## src/rtl/cpu_pkg.sv

```systemverilog
// Shared CPU front-end definitions: instruction geometry and the fetch queue entry layout.
package cpu_pkg;

    localparam int unsigned XLEN_DEFAULT = 32;
    localparam int unsigned INST_BYTES   = 4;
    localparam logic [XLEN_DEFAULT-1:0] NOP_INST = 32'h0000_0000;

    typedef struct packed {
        logic [XLEN_DEFAULT-1:0] inst;
        logic [XLEN_DEFAULT-1:0] pc;
    } fetch_entry_t;

endpackage

```

## src/rtl/fetch_fifo.sv

```systemverilog
// Synchronous FIFO holding fetched {inst, pc} pairs; flush empties it in one cycle.
module fetch_fifo #(
    parameter int unsigned DEPTH = 4,
    parameter int unsigned WIDTH = 64,
    localparam int unsigned CW   = $clog2(DEPTH + 1)
) (
    input  logic             clk,
    input  logic             reset,
    input  logic             push_i,
    input  logic [WIDTH-1:0] push_data_i,
    input  logic             pop_i,
    input  logic             flush_i,
    output logic [WIDTH-1:0] head_o,
    output logic [CW-1:0]    count_o
);

    localparam int unsigned AW = $clog2(DEPTH);

    logic [WIDTH-1:0] mem_q [DEPTH];
    logic [AW-1:0]    wr_ptr_q, wr_ptr_d;
    logic [AW-1:0]    rd_ptr_q, rd_ptr_d;
    logic [CW-1:0]    count_q, count_d;
    logic             do_push, do_pop;

    assign do_push = push_i && (count_q != CW'(DEPTH));
    assign do_pop  = pop_i && (count_q != '0);

    // Pointers wrap naturally because DEPTH is a power of two.
    always_comb begin
        wr_ptr_d = wr_ptr_q;
        rd_ptr_d = rd_ptr_q;
        count_d  = count_q;
        if (flush_i) begin
            wr_ptr_d = '0;
            rd_ptr_d = '0;
            count_d  = '0;
        end else begin
            if (do_push) wr_ptr_d = wr_ptr_q + AW'(1);
            if (do_pop)  rd_ptr_d = rd_ptr_q + AW'(1);
            case ({do_push, do_pop})
                2'b10:   count_d = count_q + CW'(1);
                2'b01:   count_d = count_q - CW'(1);
                default: count_d = count_q;
            endcase
        end
    end

    always_ff @(posedge clk or posedge reset) begin
        if (reset) begin
            wr_ptr_q <= '0;
            rd_ptr_q <= '0;
            count_q  <= '0;
            for (int i = 0; i < int'(DEPTH); i++) mem_q[i] <= '0;
        end else begin
            wr_ptr_q <= wr_ptr_d;
            rd_ptr_q <= rd_ptr_d;
            count_q  <= count_d;
            if (do_push && !flush_i) mem_q[wr_ptr_q] <= push_data_i;
        end
    end

    assign head_o  = mem_q[rd_ptr_q];
    assign count_o = count_q;

endmodule

```

## src/rtl/fetch_prefetch_unit.sv

```systemverilog
// Prefetching fetch stage: credit-limited in-order memory requests, a decoupling queue to decode,
// and redirect handling that flushes the queue and drops stale in-flight responses.
module fetch_prefetch_unit
    import cpu_pkg::*;
#(
    parameter int unsigned     XLEN      = XLEN_DEFAULT,
    parameter int unsigned     DEPTH     = 4,
    parameter int unsigned     MAX_OUTST = 4,
    parameter logic [XLEN-1:0] RESET_PC  = '0
) (
    input  logic            clk,
    input  logic            reset,
    output logic            req_valid,
    input  logic            req_ready,
    output logic [XLEN-1:0] req_addr,
    input  logic            rsp_valid,
    input  logic [XLEN-1:0] rsp_data,
    input  logic            redirect_valid,
    input  logic [XLEN-1:0] redirect_pc,
    output logic            inst_valid,
    input  logic            inst_ready,
    output logic [XLEN-1:0] inst,
    output logic [XLEN-1:0] inst_pc,
    output logic            err
);

    localparam int unsigned CW = $clog2(DEPTH + 1);
    localparam int unsigned OW = $clog2(MAX_OUTST + 1);

    logic [XLEN-1:0]   pc_q, pc_d;
    logic [XLEN-1:0]   rsp_pc_q, rsp_pc_d;
    logic [OW-1:0]     outst_q, outst_d;
    logic [OW-1:0]     drop_q, drop_d;
    logic              err_q, err_d;
    logic [CW-1:0]     count;
    logic [2*XLEN-1:0] head;
    logic [31:0]       occupancy;
    logic [XLEN-1:0]   redir_pc;
    logic              issue, rsp_ok, push, pop;

    // Queue slots already spoken for: buffered words plus live (non-stale) requests.
    assign occupancy = 32'(count) + 32'(outst_q - drop_q);
    assign req_valid = !reset && !redirect_valid && (occupancy < DEPTH)
                       && (32'(outst_q) < MAX_OUTST);
    assign req_addr  = pc_q;

    assign redir_pc = redirect_pc & ~XLEN'(3);
    assign issue    = req_valid && req_ready;
    assign rsp_ok   = rsp_valid && (outst_q != '0);
    assign push     = rsp_ok && (drop_q == '0) && !redirect_valid;
    assign pop      = inst_valid && inst_ready && !redirect_valid;

    always_comb begin
        pc_d     = pc_q;
        rsp_pc_d = rsp_pc_q;
        drop_d   = drop_q;
        outst_d  = outst_q + OW'(issue) - OW'(rsp_ok);
        err_d    = err_q | (rsp_valid && (outst_q == '0));
        if (redirect_valid) begin
            pc_d     = redir_pc;
            rsp_pc_d = redir_pc;
            drop_d   = outst_q - OW'(rsp_ok);
        end else begin
            if (issue) pc_d = pc_q + XLEN'(INST_BYTES);
            if (push)  rsp_pc_d = rsp_pc_q + XLEN'(INST_BYTES);
            if (rsp_ok && (drop_q != '0)) drop_d = drop_q - OW'(1);
        end
    end

    always_ff @(posedge clk or posedge reset) begin
        if (reset) begin
            pc_q     <= RESET_PC;
            rsp_pc_q <= RESET_PC;
            outst_q  <= '0;
            drop_q   <= '0;
            err_q    <= 1'b0;
        end else begin
            pc_q     <= pc_d;
            rsp_pc_q <= rsp_pc_d;
            outst_q  <= outst_d;
            drop_q   <= drop_d;
            err_q    <= err_d;
        end
    end

    fetch_fifo #(
        .DEPTH (DEPTH),
        .WIDTH (2 * XLEN)
    ) u_fifo (
        .clk         (clk),
        .reset       (reset),
        .push_i      (push),
        .push_data_i ({rsp_data, rsp_pc_q}),
        .pop_i       (pop),
        .flush_i     (redirect_valid),
        .head_o      (head),
        .count_o     (count)
    );

    assign inst_valid = (count != '0);
    assign inst       = head[2*XLEN-1:XLEN];
    assign inst_pc    = head[XLEN-1:0];
    assign err        = err_q;

endmodule

```

## config.mk

```make
export PLATFORM = sky130hd
export DESIGN_NAME = fetch_prefetch_unit
export DESIGN_NICKNAME = d
export VERILOG_FILES = /design/src/rtl/cpu_pkg.sv /design/src/rtl/fetch_fifo.sv /design/src/rtl/fetch_prefetch_unit.sv
export SDC_FILE = /design/constraint.sdc
export NUM_CORES = 1
export LEC_CHECK = 0
export ABC_AREA = 1
export CORE_UTILIZATION = 55
export CTS_CLUSTER_SIZE = 40
export DETAILED_ROUTE_END_ITERATION = 8
export PLACE_DENSITY = 0.84
export SYNTH_ARGS = -nofsm -noshare
export SYNTH_HDL_FRONTEND = slang
export SYNTH_SLANG_ARGS = --single-unit
```

## constraint.sdc

```tcl
create_clock -name clk -period 23.5 [get_ports clk]
set_input_delay 4.7 -clock clk [delete_from_list [all_inputs] [get_ports clk]]
set_output_delay 4.7 -clock clk [all_outputs]
set_load 0.1 [all_outputs]
```

==> flow_summary.yaml, run 1 <==
critical_path:
  r2r_start: "outst_q[0]"
  critPathRequiredTime_ns: 18.80
  r2r_slack_ns: 19.73
  cp-start-kind: "primary input"
  rr_worst_depth: 21
  cp-end-kind: "primary output"
  cp_max_fo: 2
  r2r-end: "outst_q[2]"
  arrival_ns: 6.95
  critical_path_class: "primary input to primary output"
clocking:
  cts_tree: "done"
  cts_root_buf: "clkbuf_16"
  cts_sinks: 322
  clkTransAtPathRegs_ns: 0.06
  cts.htree.levels: 2
  post-cts-setup-buffer-count: 0
  clk_latency_ns: 0.52
  hold_buffers: 0
  cts_resized: 0
  clockBufferDepth: 3
  numCtsBuffers: 35
synthesis:
  ys_ff_latch: 322
  synth_edf_count: 0
  ys_seq_area_share_pct: 49.8
  yosys_warnings: 0
  synth_cell_types: 39
  synthCells: 2065
  syn_area_per_cell_sq_um: 7.83
  synthFlopType: "dfrtp_1"
  syn_area_sq_um: 16200
  synthArstFlopShare_pct: 100
finish:
  utilization_pct: 65.6
  syn2layout_area_growth_pct: 16.7
  drive_gt1_share_pct: 4.53
  final_common_cell: "nand2_1"
  diodes: 0
  fin_nets: 2252
  fillers: 2328
  layout_common_cells: "607 x nand2_1, 320 x dfrtp_1, 233 x o21ai_1, 228 x nor2_1, 166 x o21ai_0"
  design_area_sq_um: 18900
power_and_ir_drop:
  power_w: 0.00238
  ir_drop_v: 0.0000808
  p_per_area_nw_per_um2: 126
  p_leak_nw: 8.89
min_path:
  hold_class: "flop to flop"
  worstHoldEndpoint: "u_fifo.mem_q[123]"
  hold_path_depth: 2
  min_from: "u_fifo.mem_q[123]"
sta:
  max_slew_margin_pct: 22.6
  setup_tns_ns: 0
  period_share_pct: 49.6
  hold_ws_ns: 0.480
  finClkSkew_ns: 0.0219
  rsz0062_at_grt: "no"
  period_needed_ns: 11.65
  tightest_slew_ns: 1.16
  fmax_mhz: 85.8
  final-hold-violation-count: 0
  setup_viol: 0
  slew_viol_final: 0
detailed_routing:
  ant_nets: 0
  firstDrtPassIters: 6
  detail_route.iter0.violations: 1368
  routed-via-count: 14600
  routed_wl_mm: 41.5
  via_per_inst: 5.70
  drc_errors: 0
  wl_per_cell_um: 16.2
die:
  die_x_um: 173
  floorplan.die_area_sq_um: 30100
  core-area_sq_um: 28800
  initial_utilization_pct: 56.2
  rows: 62
  pin_count: 169
  die_h_um: 173
global_route:
  grt_max_degree: 132
  grt_use_total_pct: 27.7
  grt_pass1_wl_mm: 68.4
  grt_pass1_vias: 13900
  antenna_found_initial: 0
  grt-ovfl-total: 0
placed_design:
  place_congestion: 0.948
  port_buffers: 162
  placed_area_sq_um: 17700
  dp.final_hpwl_mm: 25.9
run_status:
  status: "complete, no violations"
run:
  cap_violations: 0
state kept, by name, summed over array words and instances (netlist names):
| name | cells |
|---|---|
| u_fifo.mem_q | 248 |
| req_addr | 30 |
| rsp_pc_q | 30 |
| drop_q | 3 |
| outst_q | 3 |
| u_fifo.count_o | 3 |
| u_fifo.rd_ptr_q | 2 |
| u_fifo.wr_ptr_q | 2 |
| err | 1 |
worst max-delay path: stages:
cell and delay [ns]:
clkdlybuf4s50_1 0.52, nor3_1 0.21, nand2_1 0.07, nor2_1 0.11, a21boi_0 0.18, clkdlybuf4s50_1 1.16
layer usage:
layer  track usage (%)  vias up  wire length (um)
met5                 0        -                 0
met3              3.77      101              3100
met4              10.6        0              1410
li1                  -     6923                 -
met2              43.5      648             19100
met1              39.1     6963             17900
stage by stage:
stage,std cells,worst slack (ns)
floorplan,2068,9.89
global placement,2508,11.77
detailed placement,2508,11.81
CTS,2569,11.81
global route,2569,11.75
finish,2569,11.85
cell usage after synthesis (6+ instances only):
cell	number	share of area, %
buf_1	25	0.58
dfrtp_1	322	50
ha_1	18	1.4
o21ai_1	233	7.2
nor2_1	228	5.3
buf_2	11	0.34
inv_1	124	2.9
o21ai_0	166	5.1
nand3_1	84	2.6
o211ai_1	9	0.42
o21ai_2	8	0.43
o22ai_1	62	2.4
buf_6	28	2.0
clkbuf_1	51	1.2
a21oi_1	19	0.59
nor3_1	6	0.19
xnor2_1	7	0.38
xor2_1	19	1.0
nand2_1	607	14
where the power goes:
group | internal, W | leakage, nW | switching [W]
clock | 0.000335 | 0.575 | 0.000224
sequential | 0.000681 | 4.28 | 0.0000947
combinational | 0.000262 | 4.04 | 0.000787
cell families (layout without fill, tap and decap cells):
group,after synthesis,count (layout),share of synthesized area (%)
flops,322,322,49.8
buf+inv,249,366,7.32
compound gates,505,505,16.6
xor+xnor,26,26,1.41
fa+ha+maj,21,21,1.76
other cells,1,4,0.0232
simple gates,941,941,23.1
area by class of cell:
type / instances / area [sq um] / area share [%]
Sequential cell: 322 / 8060 / 42.7
Multi-Input combinational cell: 1497 / 6930 / 36.8
Timing Repair Buffer: 175 / 1710 / 9.08
Clock buffer: 44 / 961 / 5.09
Inverter: 130 / 507 / 2.69
Tap cell: 384 / 480 / 2.55
Clock inverter: 17 / 209 / 1.11
how the worst max path moves through the flow:
stage | cells after the start | end | start | slack [ns]
after floorplan | 1 | drop_q[0] | reset | 9.89
after global placement | 6 | req_valid | reset | 11.77
after detailed placement | 6 | req_valid | reset | 11.81
after CTS | 6 | req_valid | reset | 11.81
after global routing | 6 | req_valid | reset | 11.75
final | 6 | req_valid | reset | 11.85
Note: power is estimated with default switching activity, not from simulation.
==> run 2: changes to the inputs <==
--- a/config.mk
+++ b/config.mk
@@ -6,10 +6,10 @@
 export NUM_CORES = 1
 export LEC_CHECK = 0
 export ABC_AREA = 1
-export CORE_UTILIZATION = 55
+export CORE_UTILIZATION = 52
 export CTS_CLUSTER_SIZE = 40
 export DETAILED_ROUTE_END_ITERATION = 8
-export PLACE_DENSITY = 0.84
+export PLACE_DENSITY = 0.83
 export SYNTH_ARGS = -nofsm -noshare
 export SYNTH_HDL_FRONTEND = slang
 export SYNTH_SLANG_ARGS = --single-unit
==> constraint.sdc (replaced) <==
create_clock -name clk -period 9.7 [get_ports clk]
set_input_delay 1.94 -clock clk [delete_from_list [all_inputs] [get_ports clk]]
set_output_delay 1.94 -clock clk [all_outputs]
set_load 0.1 [all_outputs]
==> flow_summary.yaml, run 2 (synthesis results as in run 1) <==
run_status:
  status: "complete, no violations"
die:
  core-area_sq_um: 30600
  die_x_um: 178
  rows: 64
  floorplan.die_area_sq_um: 31800
  die_h_um: 178
  initial_utilization_pct: 52.8
  pin_count: 169
global_route:
  grt_use_total_pct: 26.7
  grt-ovfl-total: 0
  antenna_found_initial: 0
  grt_pass1_wl_mm: 68.1
  grt_pass1_vias: 13900
  grt_max_degree: 187
critical_path:
  critical_path_class: "flop to primary output"
  critPathRequiredTime_ns: 7.76
  cp_slowest_cell: "clkdlybuf4s50_1"
  cp_top_family: "buffers and inverters"
  arrival_ns: 4.27
  cp_max_fo: 75
  cp_num_buf_inv: 3
  cp-end-kind: "primary output"
  max_stage_delay_ns: 1.19
  crit_chain: "clkinv_2 > buf_4 > o21ai_0 > o22ai_1 > clkdlybuf4s50_1"
  cp-start-kind: "flop"
placed_design:
  place_congestion: 0.911
  dp_cells: 2520
  port_buffers: 162
  dp.final_hpwl_mm: 26.0
finish:
  regArea_sq_um: 8060
  drive_gt1_share_pct: 4.53
  stdcell_count: 2583
  fillers: 2621
  layout_common_cells: "607 x nand2_1, 320 x dfrtp_1, 233 x o21ai_1, 228 x nor2_1, 166 x o21ai_0"
  largest_register_ffs: 248
  top_register: "u_fifo.mem_q"
  final_common_cell: "nand2_1"
  diodes: 0
  syn2layout_area_growth_pct: 16.8
  multi_input_area_sq_um: 6930
  utilization_pct: 61.7
  fin_nets: 2253
clocking:
  clkTransAtPathRegs_ns: 0.06
  clk_latency_ns: 0.52
  cts_resized: 0
  numCtsBuffers: 36
  clockBufferDepth: 3
  cts_sinks: 322
  cts_root_buf: "clkbuf_16"
  hold_buffers: 0
  cts.htree.levels: 2
  cts_tree: "done"
  post-cts-setup-buffer-count: 0
sta:
  hold_ws_ns: 0.479
  tightest_slew_ns: 1.11
  rsz0062_at_grt: "no"
  final-hold-violation-count: 0
  finClkSkew_ns: 0.0196
  period_share_pct: 64.0
  period_needed_ns: 6.21
  max_slew_margin_pct: 25.9
  slew_viol_final: 0
  setup_tns_ns: 0
  fmax_mhz: 161
  setup_viol: 0
power_and_ir_drop:
  p_per_area_nw_per_um2: 304
  p_leak_nw: 8.89
  power_w: 0.00575
  ir_drop_v: 0.000189
detailed_routing:
  via_per_inst: 5.60
  detail_route.iter0.violations: 1410
  routed-via-count: 14500
  drc_errors: 0
  wl_per_cell_um: 16.2
  ant_nets: 0
  routed_wl_mm: 41.8
  firstDrtPassIters: 7
run:
  cap_violations: 0
min_path:
  hold_class: "flop to flop"
==> run 2: cell types whose count changed in the layout (fill, tap and decap cells not counted), sizes merged <==
| cell | delta |
|---|---|
| clkinvlp | +1 |
| bufinv | -3 |
| inv | -1 |
| clkinv | -4 |
| clkbuf | +9 |
==> run 2: routing by layer <==
metal	part of all wire [%]	vias to the layer above	global-route usage (%)
li1	-	6929	-
met3	7.6	77	3.24
met2	47	602	44.6
met4	2.4	0	8.30
met1	43	6849	36.2
met5	0	-	0
==> run 2: path summary, 6_finish.rpt <==
kind / from / to / slack [ns] / depth (start not counted)
min: u_fifo.mem_q[190] / u_fifo.mem_q[190] / 0.48 / 2
max: u_fifo.rd_ptr_q[0] / inst_pc[10] / 3.49 / 5
min reg2reg: u_fifo.mem_q[190] / u_fifo.mem_q[190] / 0.48 / 2
max in group asynchronous: reset / u_fifo.mem_q[155] / 6.17 / 4
max reg2reg: outst_q[0] / outst_q[2] / 6.00 / 21
min in group asynchronous: reset / u_fifo.mem_q[201] / 2.08 / 3
==> run 2: report_power, final <==
| part | switching (W) | internal [W] | total (W) |
|---|---|---|---|
| combinational | 0.00190 | 0.000634 | 0.00253 |
| clock | 0.000541 | 0.000789 | 0.00133 |
| sequential | 0.000232 | 0.00165 | 0.00188 |
| total | 0.00267 | 0.00307 | 0.00575 |
==> run 2: through the flow <==
step,instance area [sq um],setup slack [ns]
finish,18900,3.49
global route,18900,3.28
CTS,18900,3.52
detailed placement,17700,3.57
global placement,17700,3.58
floorplan,16200,3.17
==> run 2: worst register-to-register path, delay by kind of cell (launching register included) <==
kind                     cells  cell delay [ns]
XOR/XNOR                     3             0.53
flip-flops                   1             0.39
buffers and inverters        5             0.59
adder cells (fa/ha/maj)      6             1.62
AND/OR/NAND/NOR              7             0.49
==> run 2: area by class of cell <==
type	count	share of cell area, %
inverters	130	2.66
multi-input cells	1497	36.7
flip-flops and latches	322	42.7
clock buffers	53	5.64
repair buffers	175	9.14
clock inverters	10	0.523
well taps	396	2.62
